--- src/rtl/ttpu_pkg.sv ---
// ttpu_pkg: shared types and sizing helpers for the image writer slice
package ttpu_pkg;
  typedef enum logic [1:0] {IDLE, LOAD, DRAIN, FINISH} writer_state_t;
  localparam int LANES = 2;
  localparam int ELEM_W = 16;
  typedef logic [LANES-1:0][ELEM_W-1:0] lane_vec_t;
  function automatic int addr_width(input int w, input int h);
    return $clog2(w * h);
  endfunction
endpackage

--- src/rtl/image_writer_raster_addr_gen.sv ---
// raster_addr_gen: row/col counters walking a window and producing its memory address
module raster_addr_gen #(
  parameter int IMAGE_WIDTH = 8,
  parameter int IMAGE_HEIGHT = 8,
  parameter int ADDR_WIDTH = 6,
  parameter int CW = $clog2(IMAGE_WIDTH + 1),
  parameter int RW = $clog2(IMAGE_HEIGHT + 1)
) (
  input  logic                  clk,
  input  logic                  reset,
  input  logic                  clr,
  input  logic                  adv,
  input  logic [ADDR_WIDTH-1:0] base,
  input  logic [CW-1:0]         width,
  output logic [ADDR_WIDTH-1:0] addr,
  output logic                  last_col
);
  logic [CW-1:0] col;
  logic [RW-1:0] row;
  assign last_col = col == width - CW'(1);
  // modulo-2^ADDR_WIDTH arithmetic gives the same result as full-width-then-truncate
  assign addr = base + ADDR_WIDTH'(row) * ADDR_WIDTH'(IMAGE_WIDTH) + ADDR_WIDTH'(col);
  always_ff @(posedge clk or negedge reset) begin
    if (!reset) begin
      col <= '0;
      row <= '0;
    end else if (clr) begin
      col <= '0;
      row <= '0;
    end else if (adv) begin
      col <= last_col ? '0 : col + CW'(1);
      row <= last_col ? row + RW'(1) : row;
    end
  end
endmodule

--- src/rtl/image_writer.sv ---
// image_writer: serializes multi-lane result beats into a raster window of the image memory
module image_writer
  import ttpu_pkg::*;
#(
  parameter int DATA_WIDTH = 16,
  parameter int IMAGE_WIDTH = 8,
  parameter int IMAGE_HEIGHT = 8,
  parameter int NUM_UNITS = 2,
  parameter int ADDR_WIDTH = addr_width(IMAGE_WIDTH, IMAGE_HEIGHT)
) (
  input  logic                                 clk,
  input  logic                                 reset,
  input  logic                                 start,
  input  logic [ADDR_WIDTH-1:0]                base_addr,
  input  logic [$clog2(IMAGE_WIDTH+1)-1:0]     out_width,
  input  logic [$clog2(IMAGE_HEIGHT+1)-1:0]    out_height,
  input  logic                                 in_valid,
  output logic                                 in_ready,
  input  logic [NUM_UNITS-1:0][DATA_WIDTH-1:0] in_data,
  output logic                                 wr_en,
  output logic [ADDR_WIDTH-1:0]                wr_addr,
  output logic [DATA_WIDTH-1:0]                wr_data,
  output logic                                 busy,
  output logic                                 done
);
  localparam int CW = $clog2(IMAGE_WIDTH + 1);
  localparam int MW = $clog2(IMAGE_WIDTH * IMAGE_HEIGHT + 1);
  localparam int LW = NUM_UNITS > 1 ? $clog2(NUM_UNITS) : 1;
  writer_state_t state, next;
  logic [NUM_UNITS-1:0][DATA_WIDTH-1:0] lanes;
  logic [LW-1:0] lane;
  logic [MW-1:0] remaining, job_size;
  logic [ADDR_WIDTH-1:0] base_q, addr;
  logic [CW-1:0] width_q;
  logic last_col, clr, drain;
  assign job_size = MW'(out_width) * MW'(out_height);
  assign clr = state == IDLE && start;
  assign drain = state == DRAIN;
  assign in_ready = state == LOAD;
  assign busy = state != IDLE;
  // the last write is still on the port during the first FINISH cycle, so done waits for it
  assign done = state == FINISH && !wr_en;
  raster_addr_gen #(
    .IMAGE_WIDTH(IMAGE_WIDTH),
    .IMAGE_HEIGHT(IMAGE_HEIGHT),
    .ADDR_WIDTH(ADDR_WIDTH)
  ) u_addr (
    .clk(clk),
    .reset(reset),
    .clr(clr),
    .adv(drain),
    .base(base_q),
    .width(width_q),
    .addr(addr),
    .last_col(last_col)
  );
  always_comb begin
    next = state;
    case (state)
      IDLE:    if (start) next = job_size == '0 ? FINISH : LOAD;
      LOAD:    if (in_valid) next = DRAIN;
      DRAIN:   next = remaining == MW'(1) ? FINISH : lane == LW'(NUM_UNITS - 1) ? LOAD : DRAIN;
      default: if (!wr_en) next = IDLE;
    endcase
  end
  always_ff @(posedge clk or negedge reset) begin
    if (!reset) begin
      state     <= IDLE;
      lanes     <= '0;
      lane      <= '0;
      remaining <= '0;
      base_q    <= '0;
      width_q   <= '0;
      wr_en     <= 1'b0;
      wr_addr   <= '0;
      wr_data   <= '0;
    end else begin
      state <= next;
      wr_en <= drain;
      if (clr) begin
        base_q    <= base_addr;
        width_q   <= out_width;
        remaining <= job_size;
      end
      if (state == LOAD && in_valid) begin
        lanes <= in_data;
        lane  <= '0;
      end
      if (drain) begin
        wr_addr   <= addr;
        wr_data   <= lanes[lane];
        lane      <= lane + LW'(1);
        remaining <= remaining - MW'(1);
      end
    end
  end
endmodule

--- config.mk ---
export PLATFORM = sky130hd
export DESIGN_NAME = image_writer
export DESIGN_NICKNAME = d
export VERILOG_FILES = /design/src/rtl/ttpu_pkg.sv /design/src/rtl/image_writer_raster_addr_gen.sv /design/src/rtl/image_writer.sv
export SDC_FILE = /design/constraint.sdc
export NUM_CORES = 1
export LEC_CHECK = 0
export CAP_MARGIN = 40
export CORE_UTILIZATION = 59
export CTS_CLUSTER_SIZE = 20
export DETAILED_ROUTE_END_ITERATION = 6
export DONT_BUFFER_PORTS = 1
export HOLD_SLACK_MARGIN = 0.06
export PLACE_DENSITY_LB_ADDON = 0.12
export SLEW_MARGIN = 20
export SYNTH_ARGS = -nofsm -noshare
export SYNTH_HDL_FRONTEND = slang
export SYNTH_SLANG_ARGS = --single-unit
export TNS_END_PERCENT = 30
--- constraint.sdc ---
create_clock -name clk -period 2.72 [get_ports clk]
set_input_delay 0.68 -clock clk [delete_from_list [all_inputs] [get_ports clk]]
set_output_delay 0.68 -clock clk [all_outputs]
set_load 0.01 [all_outputs]
# ---- After elaboration in Yosys (flattened, before gate mapping)
# Index checks and enable logic that the tools add are counted.
dict set report word_totals {
  reg_bits 83
  inputBits 50
  out_inout_bits 26
  wordCells 60
}
dict set report classes {
  n_addsub 7
  mul 1
  order_cmp 1
  eq_ne 8
  mux 19
  n_reduce_logical 12
}
# cell n
set op_table {}
lappend op_table {{two-way mux 16 bit} 2}
lappend op_table {{two-way mux 4 bit} 6}
lappend op_table {{two-way mux 7 bit} 2}
lappend op_table {{two-way mux 2 bit} 6}
lappend op_table {{adder 4 x 1 -> 4 bit, second input constant} 2}
lappend op_table {{nonzero test 2 bit} 4}
lappend op_table {{equality test 7 x 1 -> 1 bit, second input constant} 1}
lappend op_table {{logical NOT 7 bit} 1}
lappend op_table {{multiplier 4 x 4 -> 7 bit} 1}
lappend op_table {{subtractor 7 x 1 -> 7 bit, second input constant} 1}
lappend op_table {{adder 6 x 4 -> 6 bit} 1}
lappend op_table {{adder 6 bit} 1}
lappend op_table {{case mux 2 bit (3 select lines)} 1}
lappend op_table {{equality test 2 bit, second input constant} 2}
lappend op_table {{equality test 4 bit} 1}
lappend op_table {{inequality test 2 bit, second input constant} 2}
lappend op_table {{inequality test 4 x 2 -> 1 bit, second input constant} 1}
lappend op_table {{subtractor 4 x 1 -> 4 bit, second input constant} 1}
lappend op_table {{logical AND 1 bit} 3}
lappend op_table {{AND reduction 3 bit} 1}
lappend op_table {{equality test 2 x 1 -> 1 bit, second input constant} 1}
lappend op_table {{logical NOT 2 bit} 1}
lappend op_table {{less-than comparator 1 x 2 -> 1 bit, second input constant} 1}
lappend op_table {{two-way mux 1 bit} 2}
lappend op_table {{other kinds (3)} 3}

# ---- Logic depth before layout (Yosys ltp)
dict set report logic_depth {
  depth_word 5
  ltp_mapped 10
  ltp_nobuf 10
}

# ---- Cells and area by module
# From an unflattened synthesis, not the netlist that was laid out.
dict set report hier_totals {
  hier_cells 396
  area_unflattened_um2 4272.8
}
# module instances cells_each area_per_inst_um2 seq_area_each_um2
set modules_own_cells {}
lappend modules_own_cells {image_writer 1 322 3560.9 1876.8}
lappend modules_own_cells {raster_addr_gen 1 74 711.9 175.2}

# ---- Worst setup path after synthesis
# Ideal clock, no wire load.
dict set report synth_timing {
  path_type {input port to flip-flop}
  startpoint {input port out_height[3]}
  endpoint {register state[1]}
  setup_ns 0.094
  t_arrival_ns 3.041
  required_ns 2.626
  slack_ns -0.414
  path_stages 9
  path_buffers 0
  path_cell_list {nand2_1 fa_1 fa_1 inv_1 fa_1 a2111oi_0 a21o_1 o41ai_1 a211oi_1}
}
dict set report synth_between {
  elab_chain_cells 5
}
# item line_no
set synth_rtl {}
lappend synth_rtl {{start: declaration} image_writer.sv:16} ;# input logic [$clog2(IMAGE_HEIGHT+1)-1:0] out_height,
lappend synth_rtl {{multiplier 4 x 4 -> 7 bit} image_writer.sv:36} ;# assign job_size = MW'(out_width) * MW'(out_height);
lappend synth_rtl {{logical NOT 7 bit} image_writer.sv:60} ;# IDLE: if (start) next = job_size == '0 ? FINISH : LOAD;
lappend synth_rtl {{two-way mux 2 bit (2 in a row)} image_writer.sv:60}
lappend synth_rtl {{case mux 2 bit (3 select lines)} image_writer.sv:59} ;# case (state)
lappend synth_rtl {{end signal: assignment} image_writer.sv:78} ;# state <= next;
lappend synth_rtl {{end: declaration} image_writer.sv:29} ;# writer_state_t state, next;
# No other way between the ends. The select of a mux whose other input is x is not followed.
# A chain may end at the register's enable or synchronous reset.

# ---- Final worst setup path
dict set report layout_timing {
  startpoint {input port out_width[2]}
  endpoint {register state[1]}
}
dict set report layout_between {
  elab_chain_cells 5
}
# item line_no
set layout_rtl {}
lappend layout_rtl {{start: declaration} image_writer.sv:15} ;# input logic [$clog2(IMAGE_WIDTH+1)-1:0] out_width,
lappend layout_rtl {{multiplier 4 x 4 -> 7 bit} image_writer.sv:36}
lappend layout_rtl {{logical NOT 7 bit} image_writer.sv:60}
lappend layout_rtl {{two-way mux 2 bit (2 in a row)} image_writer.sv:60}
lappend layout_rtl {{case mux 2 bit (3 select lines)} image_writer.sv:59}
# No other way between the ends. The select of a mux whose other input is x is not followed.

==> reports/results.txt <==
status = completed
final wirelength = 8.08 mm
first-pass GRT wire length = 13.2 mm
total power = 4.90 mW
largest area contributor in the netlist = dfrtp_1
P&R area growth vs syn = 7.59%
P_leak = 2.17 nW
Tcrit/Tclk final = 94.8%
core area = 6870 sq um
vias in the first global route = 2789
initial antenna violation count = 0
routed vias = 2847
f_max = 0.388 GHz
mapped cell area = 4240 sq um
Async S/R FF share, synth = 100%
CTS hold repair buffers = 1
filler cell count = 569
register area share after synthesis = 48.4%
hpwl dp = 5.78 mm
post-route ant nets = 0
Setup Skew = 0.00749 ns
drt drc = 0
clk slew on worst S/H paths = 0.08 ns
M1 WL = 3.47 mm
RSZ-0062 raised after global routing = false
register bit total from synthesis = 82
maxcap violations = 0
postcts setup bufs = 0
port buffer count = 0
Sw Share = 38.3%
yosys warns = 0
Cell Pwr Density = 1080 nW/um^2
Crit path required time = 2.97 ns
clk_lat worst skew = 0.34 ns
CTS tree = done
Sink Count = 82
CP Class = primary input to flop
Rel. slew slack = 61.6%
All-Layer GR Usage = 23.3%
layout cell share with drive strength beyond 1 = 11.6%
worst-margin pin slew = 0.577 ns
Highest Signal Layer = met4
Overflow after GRT = 0
design area = 4560 sq um
internal power = 3.02 mW
Hold Crit Class = primary input to asynchronous set/reset pin
Seq pwr share = 46.6%
vias per cell = 5.80
Synth area leaders = dfrtp_1 48%, ha_1 6.8%, nand2_1 6.3%, mux2_1 6.1%, mux2i_1 3.8%
WL met3 = 509 um
Final Hold Viols = 0
Psw = 1.88 mW
Die X-Extent = 86.8 um
post-CTS sizing = 0
Initial Utilization = 61.7%
crit path DAT = 2.83 ns
die span in y = 86.8 um
ANT cells = 0
DRT iter0 DRCs = 101
setup TNS = 0 ns
DR pass1 iterations = 4
EDFF count, synth = 0
Placed Area = 4340 sq um
Synth top area share = 48.4%
Crit. End Element = flop
Clk network pwr share = 17.5%
I/O Pins = 76
num rows = 30
Net Count, Synth = 468
CTS buffer count = 9
final-stage net count = 470
max-slew violations = 0
synthesized area per cell = 10.9 sq um
Combinational Power Share = 35.9%
DR WL met2 = 3.97 mm
ys flop type = dfrtp_1
Synth Instances = 389
DR WL/cell = 16.5 um
peak supply drop = 788 uV
gpl congestion = 0.958
startpoint types = primary input
CTS H-tree lvls = 3
Yosys cell types = 50
CTS root buffer = clkbuf_8
Max Root-Sink Buffers = 2
largest net degree at the start of global routing = 83
die area = 7530 sq um
Setup Viol. Count Final = 0
CP max FO = 5
Final min period = 2.58 ns
## per-stage QoR
step	hold WS [ns]	utilization, %	setup slack [ns]	instances
floorplan	0.384	-	-0.106	389
global placement	0.386	63.2	-0.179	475
detailed placement	0.386	63.2	-0.230	475
CTS	0.237	66.4	0.138	491
global route	0.244	66.4	0.0414	491
finish	0.240	66.4	0.142	491
## worst paths after layout
kind                                from      endpoint  slack (ns)  cells after the start
setup / recovery            out_width[2]      state[1]        0.14                      9
hold / removal                     reset      lanes[0]        0.24                      1
setup reg to reg           u_addr.col[1]    wr_addr[5]        0.59                      7
hold reg to reg                 lanes[1]      lanes[1]        0.49                      1
max in group asynchronous          reset  remaining[1]        2.18                      1
min in group clk            base_addr[2]     base_q[2]        0.44                      2
## cells in the final DEF, fill, tap and decap left out, types with 2 or more instances in the layout
cell type and count:
o22ai_1 3, mux2i_1 16, and3_1 3, clkinv_2 2, o21ai_0 8, nor2_1 6
dfrtp_1 82, nand4_1 2, inv_2 2, a32oi_1 2, o31ai_1 2, nor3_2 2
a211o_1 2, xor2_1 6, a32o_1 2, nor3_1 4, o21ai_1 22, nor2b_1 2
nand2_1 70, clkbuf_8 9, nor3b_1 2, a31oi_1 3, xnor2_1 8, nand2b_1 2
mux2_2 9, ha_1 23, clkinv_4 2, a21o_1 5, nand3_1 6, a21oi_1 9
and2_1 8, a211oi_1 2, inv_1 13, fa_1 5, mux2_1 23, buf_4 7
## layer usage
metal | GRT usage [%] | vias up
met5 | 0 | -
met4 | 8.48 | 0
met3 | 6.76 | 12
met2 | 38.0 | 71
met1 | 29.5 | 1408
li1 | - | 1356
## critical path, cell delays in order
cell	delay, ns
nand2_2	0.04
fa_1	0.54
fa_1	0.42
inv_2	0.08
fa_2	0.45
a2111oi_2	0.22
a21o_1	0.15
o41ai_1	0.06
a211oi_1	0.18
## cell type report
| class | instances | area [sq um] | share of cell area (%) |
|---|---|---|---|
| clock inverters | 6 | 66.3 | 1.45 |
| repair buffers | 8 | 80.1 | 1.76 |
| well taps | 96 | 120 | 2.63 |
| clock buffers | 9 | 124 | 2.72 |
| inverters | 15 | 56.3 | 1.23 |
| multi-input cells | 275 | 2060 | 45.2 |
| flip-flops and latches | 82 | 2050 | 45.0 |
## power by group through the flow
| stage | combinational (mW) | sequential, mW | clock (mW) |
|---|---|---|---|
| floorplan | 1.50 | 2.14 | 0 |
| global placement | 1.68 | 2.30 | 0 |
| detailed placement | 1.75 | 2.32 | 0 |
| CTS | 1.78 | 2.29 | 0.876 |
| global route | 1.99 | 2.37 | 0.927 |
| finish | 1.76 | 2.29 | 0.856 |
## Yosys cell counts (all sizes together), types with 6 or more instances
| cell | number |
|---|---|
| a21oi | 10 |
| and2 | 8 |
| buf | 13 |
| dfrtp | 82 |
| fa | 6 |
| ha | 23 |
| inv | 15 |
| mux2 | 32 |
| mux2i | 16 |
| nand2 | 71 |
| nand3 | 6 |
| nor2 | 7 |
| nor3 | 6 |
| o21ai | 30 |
| xnor2 | 8 |
| xor2 | 6 |
## registers in the layout, summed over array words and instances (netlist names), 2 cells and up
name	cells
u_addr.row	3
state	2
wr_data	16
width_q	4
u_addr.col	4
lanes	32
remaining	7
wr_addr	6
base_q	6
## logic make-up after synthesis
kind of cell | after synthesis | share of synthesized area [%]
AND/OR/NAND/NOR | 114 | 12.7
flip-flops | 82 | 48.4
AO/OA/AOI/OAI | 69 | 10.2
multiplexers | 48 | 12.3
buffers and inverters | 32 | 3.37
adder cells (fa/ha/maj) | 29 | 9.63
XOR/XNOR | 15 | 3.42
(Power assumes the default switching activity.)
==> edit 1: new RTL, same settings <==
Change the parameter `NUM_UNITS` from 2 to 8.
--- a/src/rtl/image_writer.sv
+++ b/src/rtl/image_writer.sv
@@ -6,5 +6,5 @@
   parameter int IMAGE_WIDTH = 8,
   parameter int IMAGE_HEIGHT = 8,
-  parameter int NUM_UNITS = 2,
+  parameter int NUM_UNITS = 8,
   parameter int ADDR_WIDTH = addr_width(IMAGE_WIDTH, IMAGE_HEIGHT)
 ) (
Ports: changed (resized in_data); port bits go from 76 to 172. The function was not compared with the original's and may differ.
==> edit 1 against the original RTL <==
  * Non-clock buffer count up 4
  * Clock skew is 0.0023 ns higher
  * The run now ends with negative hold slack left
  * Wire length grew 120%
  * Fmax up 2.2%
  * Final area rose by 110%
  * Sequential cell count increased by 98
  * Clock power rose to 2.9 times the old value
  * Total power increased by 130%
  * Register-to-register slack better by 0.04 ns
  * Via count increased by 75%
  * Critical endpoint unchanged
  * Setup slack improved by 0.055 ns
  * Critical path type unchanged
  * Synthesized area grew 100%
==> edit 1: results (changes against the original RTL) <==
| Metric | Value |
|---|---|
| CTS H-tree depth | 4 (+1) |
| All-layer global routing usage | 24.56% (+1.3 points) |
| Routability cong. | 0.8178 (-15%) |
| Drt wl/cell | 20.93 µm (+27%) |
| Wire length of the first global-routing pass | 26940 µm (+100%) |
| Layout net count | 815 (+73%) |
| Failing checks | negative hold slack |
| Worst Tran Pin Value | 0.6302 ns (+0.05357 ns) |
| VDD IR max | 0.0006868 V (-13%) |
| Register area share after synthesis | 51.95% (+3.5 points) |
| Post-Synth Adder-Cell Area | 4.993% (-4.6 points) |
| Fin. Hold Viols | 67 (+67) |
| Routed vias | 4994 (+75%) |
| Status | complete, but fails checks |
| Largest net degree at the start of global routing | 181 (+120%) |
| Antenna violations before repair | 5 (+5) |
| Core area | 0.01410 mm² (+110%) |
| Pre-CTS setup slack | -0.2443 ns (-0.01417 ns) |
| Vias in the first global route | 5277 (+89%) |
| Post-synthesis mux area share | 27.13% (+15 points) |
| Clock Latency Late Sink | 0.44 ns (+0.10 ns) |
| Compound-cell area share of the yosys netlist | 4.618% (-5.6 points) |
| Fin Hold WS | -0.06106 ns (-0.3015 ns) |
| Placed cell area | 0.008833 mm² (+100%) |
| Initial DRC count | 280 (+180%) |
==> edit 1: cell types whose count changed after synthesis, sizes merged, moves of 4 or more <==
cell / change
dfrtp: +98
nand2: +10
o21ai: -4
clkbuf: +5
mux2: +96
mux4: +32
buf: +14
==> edit 1: cells by family after synthesis <==
logic type,after synthesis
flip-flops,180
AO/OA/AOI/OAI,62
AND/OR/NAND/NOR,125
multiplexers,179
XOR/XNOR,15
adder cells (fa/ha/maj),31
buffers and inverters,51
==> edit 1: power groups by stage <==
stage | combinational (mW) | clock (mW) | sequential (mW)
6_report | 3.86 | 2.49 | 4.85
5_1_grt | 4.23 | 2.64 | 5.02
4_1_cts | 3.94 | 2.53 | 4.85
2_1_floorplan | 3.31 | 0 | 4.55
3_5_place_dp | 3.92 | 0 | 4.89
3_3_place_gp | 3.78 | 0 | 4.79
==> edit 1: worst paths after layout <==
path / start / endpoint / slack, ns / depth (start not counted)
max: out_width[2] / state[1]$_DFFE_PN0P_ / 0.20 / 9
max in group asynchronous: reset / lanes[4]$_DFFE_PN0P_ / 2.44 / 0
min: reset / lanes[10]$_DFFE_PN0P_ / -0.06 / 0
min reg2reg: base_q[0]$_DFFE_PN0P_ / base_q[0]$_DFFE_PN0P_ / 0.49 / 2
min in group clk: base_addr[3] / base_q[3]$_DFFE_PN0P_ / 0.35 / 2
max reg2reg: u_addr.col[1]$_DFFE_PN0P_ / wr_addr[5]$_DFFE_PN0P_ / 0.63 / 7
==> edit 1: routing by layer <==
metal  global-route usage [%]  vias to the layer above  part of all wire (%)
li1                         -                     2304                     -
met1                    26.39                     2498                    37
met2                    42.88                      152                    53
met3                    8.256                       38                   7.4
met4                    12.65                        2                   2.9
met5                        0                        -                 0.069
==> edit 1: worst max-delay path, cell delays in order <==
cell	delay, ns
nand2_8	0.03
fa_1	0.54
fa_1	0.41
inv_1	0.11
fa_1	0.44
a2111oi_2	0.22
a21oi_1	0.11
a31oi_1	0.15
nor3b_2	0.18
==> edit 1: area by class of cell <==
class                      instances  area (µm²)
fill                            1039        4651
clock inverter                    14       162.7
timing repair buffer              12       115.1
clock buffer                      18       439.2
multi-input combinational        412        3931
antenna                            4       10.01
sequential                       180        4506
tap                              180       225.2
inverter                          15       56.30
==> edit 1: per-stage QoR <==
stage,TNS [ns],hold slack [ns],std cells
finish,0,-0.06106,835
global route,0,-0.07692,835
CTS,0,-0.07320,831
detailed placement,-0.6754,0.3940,799
global placement,-0.4781,0.3900,799
floorplan,-0.1745,0.3844,643
==> edit 2: new RTL, same flow settings <==
Made on the original files. Encoding of `writer_state_t`: now one-hot (4 bits for 4 states).
--- a/src/rtl/ttpu_pkg.sv
+++ b/src/rtl/ttpu_pkg.sv
@@ -1,5 +1,5 @@
 // ttpu_pkg: shared types and sizing helpers for the image writer slice
 package ttpu_pkg;
-  typedef enum logic [1:0] {IDLE, LOAD, DRAIN, FINISH} writer_state_t;
+  typedef enum logic [3:0] {IDLE = 4'b0001, LOAD = 4'b0010, DRAIN = 4'b0100, FINISH = 4'b1000} writer_state_t;
   localparam int LANES = 2;
   localparam int ELEM_W = 16;
Function: same outputs for any inputs over 10 cycles, from zero or initial values and one cycle with reset low; not proved beyond that.
==> edit 2 against the original RTL <==
  * Total power grew 6.3%
  * Count of clock-buffer cells in the layout increased by 2
  * Setup slack worse by 0.084 ns
  * Critical path depth is 1 higher
  * Wire length down 2.3%
  * Final area up 5.7%
  * Die area increased by 4.9%
  * Synthesized area rose by 5.0%
  * Sequential cell count grew 2
  * Hold slack worse by 0.077 ns
  * Fmax down 3.2%
  * First-iteration DRC count up 30%
  * Via count down 2.8%
==> edit 2: results (changes against the original RTL) <==
| Metric | Value |
|---|---|
| Status | complete, no violations |
| ANT cells | 0 (unchanged) |
| Antenna violations before repair | 0 (unchanged) |
| Worst Tran Pin Value | 0.4125 ns (-0.1642 ns) |
| Layout net count | 475 (+1.1%) |
| Fin Clk Skew | 0.009333 ns (+0.001842 ns) |
| Worst R2R End | wr_addr[5]$_DFFE_PN0P_ |
| Number of buffers created by CTS | 9 (unchanged) |
| Clk slew on worst S/H paths | 0.08 ns (about the same) |
| Postcts setup bufs | 0 (unchanged) |
| Largest net degree at the start of global routing | 84 (+1.2%) |
| Vias in the first global route | 2739 (-1.8%) |
| Wire length of the first global-routing pass | 13220 µm (+0.27%) |
| Largest registers | lanes x32, wr_data x16, remaining x7 |
| Register area share after synthesis | 47.27% (-1.1 points) |
| Routability cong. | 0.7574 (-21%) |
| Worst EP arrival | 2.88 ns (+0.05 ns) |
| Crit Path Max Fanout | 4 (-1) |
| Hold crit path type | in2async |
| YS warnings | 0 (unchanged) |
| Async SR Flop Fraction | 100.0% (unchanged) |
| Fillers | 560 (-1.6%) |
| VDD IR max | 0.0007996 V (+1.5%) |
| Post-synthesis mux area share | 14.37% (+2.1 points) |
| CTS root buf | clkbuf_8 |
| R2r setup slk | 0.65 ns (+0.06 ns) |
| Syn_nets | 474 (+1.3%) |
| Leak | 2.337 nW (+7.9%) |
| Vias per inst | 5.536 (-4.5%) |
| Clock Latency Late Sink | 0.35 ns |
| Initial DRC count | 131 (+30%) |
| XOR/XNOR Fraction of Synth Area | 4.049% (+0.62 points) |
| IO buf count | 0 (unchanged) |
| Share of layout cells above drive strength 1 | 17.46% (+5.8 points) |
| Total wire length | 7892 µm (-2.3%) |
| CP endpoint | state[1]$_DFFE_PN0P_ |
| Compound-cell area share of the yosys netlist | 8.268% (-1.9 points) |
| All-layer global routing usage | 22.29% (-0.97 points) |
| Synth area leaders | dfrtp_1, mux2_4, ha_1, nand2_1, mux2i_1 |
| Synth unique cells | 51 (+2.0%) |
| Post-Synth Adder-Cell Area | 9.168% (-0.46 points) |
| HPWL after DPL | 5481 µm (-5.2%) |
| Synth top cells by count | dfrtp_1, nand2_1, mux2_4 |
| Clock Tree Buf Depth | 2 (unchanged) |
| Post-route ant nets | 0 (unchanged) |
| Initial DRT Pass Iterations | 4 (unchanged) |
| Worst Setup SP | out_height[2] |
[edit 2: metal layers]
metal | share of wire, % | track usage, % | up-vias | routed length (µm)
li1 | - | - | 1357 | -
met1 | 44 | 29.48 | 1337 | 3475
met2 | 48 | 35.03 | 64 | 3809
met3 | 6.4 | 6.996 | 10 | 508
met4 | 1.3 | 7.478 | 0 | 99
met5 | 0 | 0 | - | 0
[edit 2: logic make-up after synthesis]
| family | after synthesis |
|---|---|
| and+or+nand+nor | 124 |
| DFF | 84 |
| AOI/OAI and AO/OA | 61 |
| muxes | 49 |
| buffers and inverters | 29 |
| adders and majority gates | 29 |
| xor gates and xnor gates | 19 |
[edit 2: stage by stage]
step | setup TNS, ns | setup slack (ns) | std cells | cell area [µm²] | hold WS (ns)
2_1_floorplan | -0.5355 | -0.2183 | 395 | 4483 | 0.3844
3_3_place_gp | -0.9110 | -0.3354 | 483 | 4556 | 0.3863
3_5_place_dp | -1.081 | -0.3677 | 483 | 4556 | 0.3865
4_1_cts | 0 | 0.03973 | 500 | 4808 | 0.1521
5_1_grt | -0.03279 | -0.03279 | 500 | 4821 | 0.1417
6_report | 0 | 0.05795 | 500 | 4821 | 0.1634
[edit 2: where the power goes]
group / switching [mW] / internal, mW / leakage, nW
Combinational: 0.879 / 0.973 / 1.20
Sequential: 0.537 / 1.83 / 1.03
Clock: 0.444 / 0.546 / 0.106
[edit 2: worst max-delay path, stage by stage]
cell	delay [ns]
nand2_1	0.06
fa_1	0.48
fa_1	0.51
inv_2	0.05
fa_2	0.34
a21o_1	0.17
a21oi_2	0.13
xnor2_1	0.11
nor3_2	0.21
o221ai_1	0.14
[edit 2: layout make-up]
cell class | instances | area share (%)
sequential | 84 | 43.63
inverter | 12 | 0.9862
clock inverter | 5 | 1.739
timing repair buffer | 7 | 1.765
clock buffer | 11 | 2.933
multi-input combinational | 282 | 46.38
tap | 99 | 2.569
[edit 2: repair_timing]
| action | in CTS | in global routing |
|---|---|---|
| resized for setup | 0 | 1 |
| pin swaps | 1 | 0 |
| hold buffers | 1 | 0 |
| setup endpoints to repair | 1 | 1 |
| endpoints found under the hold margin | 83 | 0 |
[edit 2: worst min path at each step]
stage	to	slack [ns]	from
after floorplan	base_q[0]$_DFFE_PN0P_	0.38	reset
after global placement	u_addr.row[2]$_DFFE_PN0P_	0.39	reset
after detailed placement	base_q[4]$_DFFE_PN0P_	0.39	reset
after CTS	state[0]$_DFFE_PN1P_	0.15	reset
after global routing	state[0]$_DFFE_PN1P_	0.14	reset
final	state[0]$_DFFE_PN1P_	0.16	reset
